$ cat config.mk
export PLATFORM = sky130hd
export DESIGN_NAME = display_timing_gen
export DESIGN_NICKNAME = d
export VERILOG_FILES = /design/src/rtl/vga_timing_pkg.sv /design/src/rtl/sync_delay_line.sv /design/src/rtl/display_timing_gen.sv
export SDC_FILE = /design/constraint.sdc
export NUM_CORES = 1
export LEC_CHECK = 0
export ABC_CLOCK_PERIOD_IN_PS = 2600
export CORE_ASPECT_RATIO = 1.25
export CORE_MARGIN = 2
export CORE_UTILIZATION = 44
export CTS_CLUSTER_SIZE = 14
export DETAILED_ROUTE_END_ITERATION = 7
export PLACE_DENSITY = 0.76
export SLEW_MARGIN = 20
export SYNTH_ARGS = -nofsm -noshare
export SYNTH_HDL_FRONTEND = slang
export SYNTH_HIERARCHICAL = 1
export SYNTH_SLANG_ARGS = --single-unit
$ cat constraint.sdc
create_clock -name i_clk -period 2.6 [get_ports i_clk]
set_clock_uncertainty 0.1 [all_clocks]
set_input_delay 0.39 -clock i_clk [delete_from_list [all_inputs] [get_ports i_clk]]
set_output_delay 0.39 -clock i_clk [all_outputs]
set_load 0.05 [all_outputs]
$ cat src/rtl/vga_timing_pkg.sv
// rtl/vga_timing_pkg.sv - shared 720p timing defaults, coordinate and pixel types
package vga_timing_pkg;

    localparam int DEF_H_ACTIVE = 1280;
    localparam int DEF_H_FP     = 110;
    localparam int DEF_H_SYNC   = 40;
    localparam int DEF_H_BP     = 220;
    localparam int DEF_V_ACTIVE = 720;
    localparam int DEF_V_FP     = 5;
    localparam int DEF_V_SYNC   = 5;
    localparam int DEF_V_BP     = 20;

    typedef logic [15:0] coord_t;

    typedef struct packed {
        logic [7:0] r;
        logic [7:0] g;
        logic [7:0] b;
    } rgb_t;

    // Raw active-high timing flags that travel down the alignment pipeline together
    typedef struct packed {
        logic hs;
        logic vs;
        logic de;
    } sync_t;

    function automatic int h_total(input int active, input int fp, input int sync, input int bp);
        return active + fp + sync + bp;
    endfunction

    function automatic int v_total(input int active, input int fp, input int sync, input int bp);
        return active + fp + sync + bp;
    endfunction

endpackage

$ cat src/rtl/sync_delay_line.sv
// rtl/sync_delay_line.sv - WIDTH x DEPTH shift register with synchronous clear
module sync_delay_line #(
    parameter int WIDTH = 1,
    parameter int DEPTH = 1
) (
    input  logic             clk_i,
    input  logic             clr_i,
    input  logic [WIDTH-1:0] d_i,
    output logic [WIDTH-1:0] q_o
);

    if (DEPTH < 1) begin : g_depth_check
        $error("sync_delay_line: DEPTH must be at least 1");
    end

    logic [WIDTH-1:0] stage_q [DEPTH];

    always_ff @(posedge clk_i) begin
        if (clr_i) begin
            for (int i = 0; i < DEPTH; i++) begin
                stage_q[i] <= '0;
            end
        end else begin
            stage_q[0] <= d_i;
            for (int i = 1; i < DEPTH; i++) begin
                stage_q[i] <= stage_q[i-1];
            end
        end
    end

    assign q_o = stage_q[DEPTH-1];

endmodule

$ cat src/rtl/display_timing_gen.sv
// rtl/display_timing_gen.sv - raster counters, coordinate stream to the compositor and pixel-aligned video pins
module display_timing_gen
    import vga_timing_pkg::*;
#(
    parameter int H_ACTIVE    = DEF_H_ACTIVE,
    parameter int H_FP        = DEF_H_FP,
    parameter int H_SYNC      = DEF_H_SYNC,
    parameter int H_BP        = DEF_H_BP,
    parameter int V_ACTIVE    = DEF_V_ACTIVE,
    parameter int V_FP        = DEF_V_FP,
    parameter int V_SYNC      = DEF_V_SYNC,
    parameter int V_BP        = DEF_V_BP,
    parameter int HS_POL      = 1,
    parameter int VS_POL      = 1,
    parameter int GFX_LATENCY = 0,
    parameter int REFRESH_DIV = 1
) (
    input  logic        i_clk,
    input  logic        i_rst,
    input  logic [7:0]  i_red,
    input  logic [7:0]  i_green,
    input  logic [7:0]  i_blue,
    output logic [15:0] o_x,
    output logic [15:0] o_y,
    output logic        o_v_sync,
    output logic        o_frame_tick,
    output logic        o_sprite_refresh,
    output logic        o_vga_hs,
    output logic        o_vga_vs,
    output logic        o_vga_de,
    output logic [7:0]  o_vga_r,
    output logic [7:0]  o_vga_g,
    output logic [7:0]  o_vga_b
);

    localparam int H_TOTAL = h_total(H_ACTIVE, H_FP, H_SYNC, H_BP);
    localparam int V_TOTAL = v_total(V_ACTIVE, V_FP, V_SYNC, V_BP);

    localparam coord_t H_LAST   = coord_t'(H_TOTAL - 1);
    localparam coord_t V_LAST   = coord_t'(V_TOTAL - 1);
    localparam coord_t H_ACT    = coord_t'(H_ACTIVE);
    localparam coord_t V_ACT    = coord_t'(V_ACTIVE);
    localparam coord_t HS_START = coord_t'(H_ACTIVE + H_FP);
    localparam coord_t HS_END   = coord_t'(H_ACTIVE + H_FP + H_SYNC);
    localparam coord_t VS_START = coord_t'(V_ACTIVE + V_FP);
    localparam coord_t VS_END   = coord_t'(V_ACTIVE + V_FP + V_SYNC);
    localparam coord_t DIV_LAST = coord_t'(REFRESH_DIV - 1);
    localparam logic   HS_HIGH  = (HS_POL != 0);
    localparam logic   VS_HIGH  = (VS_POL != 0);

    coord_t h_cnt_q, h_cnt_d;
    coord_t v_cnt_q, v_cnt_d;
    coord_t frame_cnt_q, frame_cnt_d;
    rgb_t   rgb_q;
    sync_t  sync_raw;
    sync_t  sync_dly;
    logic   frame_tick;

    assign sync_raw.hs = (h_cnt_q >= HS_START) && (h_cnt_q < HS_END);
    assign sync_raw.vs = (v_cnt_q >= VS_START) && (v_cnt_q < VS_END);
    assign sync_raw.de = (h_cnt_q < H_ACT) && (v_cnt_q < V_ACT);

    // Vertical blank begins on the first pixel clock of the first non-visible line
    assign frame_tick = (h_cnt_q == '0) && (v_cnt_q == V_ACT);

    always_comb begin
        h_cnt_d     = h_cnt_q + 16'd1;
        v_cnt_d     = v_cnt_q;
        frame_cnt_d = frame_cnt_q;
        if (h_cnt_q == H_LAST) begin
            h_cnt_d = '0;
            v_cnt_d = (v_cnt_q == V_LAST) ? '0 : v_cnt_q + 16'd1;
        end
        if (frame_tick) begin
            frame_cnt_d = (frame_cnt_q == DIV_LAST) ? '0 : frame_cnt_q + 16'd1;
        end
    end

    always_ff @(posedge i_clk) begin
        if (i_rst) begin
            h_cnt_q     <= '0;
            v_cnt_q     <= '0;
            frame_cnt_q <= '0;
            rgb_q       <= '0;
        end else begin
            h_cnt_q     <= h_cnt_d;
            v_cnt_q     <= v_cnt_d;
            frame_cnt_q <= frame_cnt_d;
            rgb_q       <= '{r: i_red, g: i_green, b: i_blue};
        end
    end

    // One stage beyond the compositor latency so flags meet the registered colour
    sync_delay_line #(
        .WIDTH ($bits(sync_t)),
        .DEPTH (GFX_LATENCY + 1)
    ) u_sync_dly (
        .clk_i (i_clk),
        .clr_i (i_rst),
        .d_i   (sync_raw),
        .q_o   (sync_dly)
    );

    assign o_x              = h_cnt_q;
    assign o_y              = v_cnt_q;
    assign o_v_sync         = sync_raw.vs;
    assign o_frame_tick     = frame_tick;
    assign o_sprite_refresh = frame_tick && (frame_cnt_q == DIV_LAST);

    assign o_vga_hs = HS_HIGH ? sync_dly.hs : ~sync_dly.hs;
    assign o_vga_vs = VS_HIGH ? sync_dly.vs : ~sync_dly.vs;
    assign o_vga_de = sync_dly.de;
    assign o_vga_r  = sync_dly.de ? rgb_q.r : 8'd0;
    assign o_vga_g  = sync_dly.de ? rgb_q.g : 8'd0;
    assign o_vga_b  = sync_dly.de ? rgb_q.b : 8'd0;

endmodule
==> impl_results.md <==
- Worst setup margin: -0.1753 ns
- Worst Tran Pin Value: 0.6117 ns
- Mapped Avg Cell Area: around 8.5 um2
- Mapped cell area: 3468 um2
- Layout area overhead: 40.40%
- Die W: 83.41 um
- Initial antenna violation count: 0
- Final core occ: 0.6322
- Syn Inst Count: 409
- Violated checks: negative setup slack
- Yosys warns: 6
- 1st-iter DRT viols: 200
- Pwr per Cell Area: between 400 and 500 nW/um2
- Worst hold-check slack: 0.3974 ns
- FP Rows: 36
- Worst path slowest cell: or4_4
- Largest net degree at the start of global routing: 30
- RSZ-0062 raised after global routing: yes
- Tot GR Track Use: 0.2028
- Critical Path RT: 2.11 ns
- Switching part of the total: 0.2531
- Setup crit end kind: primary output
- Clock Sink Count: 75
- Status: finished with violations
- Starting density of the core: 0.4503
- Net Sw Power: 591.9 uW
- Clock network latency to the later pin of the worst-skew pair: between 0.3 and 0.4 ns
- Worst stage delay on the critical path: roughly 0.52 ns
- VDD IR-drop max: 0.3905 mV
- Worst slack, placed: -0.04462 ns
- HP Class: reg2reg
- Routed WL per cell: between 10 and 15 um
- Distinct cells, synth: 36
- Final hold viol count: 0
- Max clock buf depth: 2
- Internal power: 1.747 mW
- CP cell instances: or4_4 > or3_4 > or3_4 > nor2_4 > buf_12
- Number of port buffers: between 80 and 90
- # fillers: 645
- First-pass GRT wire length: 14.26 mm
- Slew Viols, Final: 0
- DRC Markers: 0
- NumNets Final: 548
- Combinational Power Share: 0.102
- Rel. slew slack: 0.5884
- Syn_nets: 444
- Pre-Repair DR Iteration Count: 4
- I/O pin count: 88
- Most frequent cells in the layout: clkdlybuf4s50_1, dfxtp_1, nor2_1
- Max Cap Violations: 0
- Lkg Pwr: 1.750 nW
- Clock H-tree levels: 3
- Seq/Total Area, Yosys: 0.4329
- Number of synthesized register bits: 75
- Via density: about 5.3
- Die area: 8613 um2
- CP max FO: 3
- Final wirelength: 8.658 mm
- Aggregate global routing overflow: 0
- Sequential Power Share: 0.504
- Fin crit period: 2.775 ns
- N_diodes: 0
- Commonest non-fill, non-tap cell in the layout: clkdlybuf4s50_1
- Placer Congestion: 0.8177
- Routed Antenna Nets: 0
- Clock Tree Root: clkbuf_8
- Tot Pwr: between 2 and 2.5 mW
- Fin crit share: 1.067
- CP Launch Type: flip-flop
- Core Area: between 7000 and 8000 um2
- Total CTS buffers: 9
- Final setup viols: 15
- Via Count: 3253
- Power share of the clock group: 0.394
- CP arrival: 2.29 ns
- Most frequent CP cell: or3_4
- R2R Setup Slk: -0.14 ns
- Clk slew on worst S/H paths: 0.08 ns
- Layout cell share with drive strength beyond 1: 0.1371
- Placed inst area: between 4000 and 5000 um2
- Maximum clock rate: 360.3 MHz
- Post-route cell area: 4870 um2
- Vias in the first global route: approximately 3.1k
- Worst Setup Path Type: reg2out
- Hpwl dp: 6.085 mm
- TritonCTS clock tree: yes
- Die Y: 103.3 um
Yosys cell counts (all sizes together):
cell type | instances | share of area
and4b | 1 | 0.0029
buf | 3 | 0.0061
a21oi | 16 | 0.023
o32ai | 1 | 0.0025
a31oi | 2 | 0.0036
and4 | 4 | 0.010
ha | 9 | 0.032
nand2 | 25 | 0.027
nor2b | 30 | 0.054
and2 | 29 | 0.052
nor2 | 46 | 0.050
xnor2 | 20 | 0.051
mux2i | 1 | 0.0029
clkbuf | 18 | 0.019
inv | 13 | 0.014
nand4 | 20 | 0.036
dfxtp | 75 | 0.43
o31ai | 7 | 0.015
o41a | 1 | 0.0032
nor4b | 1 | 0.0025
xor2 | 10 | 0.025
or3 | 6 | 0.012
nand4b | 1 | 0.0025
or4 | 9 | 0.021
nand3 | 15 | 0.022
o211a | 1 | 0.0029
a21o | 1 | 0.0022
o21ai | 10 | 0.014
nor3 | 11 | 0.016
and3 | 5 | 0.0090
nor4 | 16 | 0.029
or2 | 2 | 0.0036
what timing repair did:
item                                    in CTS  in global routing
gates cloned                                 2                  0
hold buffers                                 0                  0
pin swaps                                   11                  0
gates resized for setup                      6                  7
buffers inserted                             3                  0
endpoints found under the setup margin       9                 16
state kept, by name, summed over array words and instances, names as in the netlist:
name and flops:
o_x 16, rgb_q 24, o_y 16, frame_cnt_q 16
u_sync_dly/stage_q 3
logic make-up after synthesis:
kind of cell | Yosys count | synth area share
XOR/XNOR | 30 | 0.07576
multiplexers | 1 | 0.002886
adder cells (fa/ha/maj) | 9 | 0.03247
buffers and inverters | 34 | 0.03968
AND/OR/NAND/NOR | 221 | 0.3492
AO/OA/AOI/OAI | 39 | 0.06710
flip-flops | 75 | 0.4329
per-stage QoR:
stage                     setup TNS (ns)  instances
after floorplan                   -2.136        409
after global placement                 0        592
after detailed placement         -0.1078        592
after CTS                         -1.034        613
after global routing              -1.903        613
final                             -1.073        613
path summary, 6_finish.rpt:
path,from,endpoint,cells past startpoint
setup / recovery,o_x[7]$_SDFF_PP0_,o_sprite_refresh,5
hold / removal,frame_cnt_q[15]$_SDFFE_PP0P_,frame_cnt_q[15]$_SDFFE_PP0P_,2
setup reg to reg,o_x[7]$_SDFF_PP0_,frame_cnt_q[11]$_SDFFE_PP0P_,7
hold reg to reg,frame_cnt_q[15]$_SDFFE_PP0P_,frame_cnt_q[15]$_SDFFE_PP0P_,2
power groups by stage:
stage	combinational (mW)	clock, mW	sequential, mW
final	0.239	0.921	1.18
after global routing	0.256	0.988	1.18
after CTS	0.241	0.944	1.18
after detailed placement	0.235	0	1.21
after global placement	0.233	0	1.21
after floorplan	0.119	0	1.22
critical path: cells and delay by family (launching register included):
kind	cells	cell delay (ns)
flip-flops	1	0.32
AND/OR/NAND/NOR	4	1.46
buffers and inverters	1	0.15
area by class of cell:
class	count	area, um2	share of cell area
inverters	13	48.80	0.01002
repair buffers	113	1095	0.2248
clock buffers	11	141.4	0.02903
flip-flops and latches	75	1516	0.3114
clock inverters	5	60.06	0.01233
multi-input cells	301	1889	0.3880
well taps	95	118.9	0.02441
routing by layer:
| metal | up-vias | track usage | part of all wire |
|---|---|---|---|
| li1 | 1629 | - | - |
| met1 | 1506 | 0.2459 | 0.43 |
| met2 | 105 | 0.3462 | 0.51 |
| met3 | 13 | 0.04286 | 0.047 |
| met4 | 0 | 0.1017 | 0.019 |
| met5 | - | 0 | 0 |
Note: power is estimated with default switching activity, not from simulation.
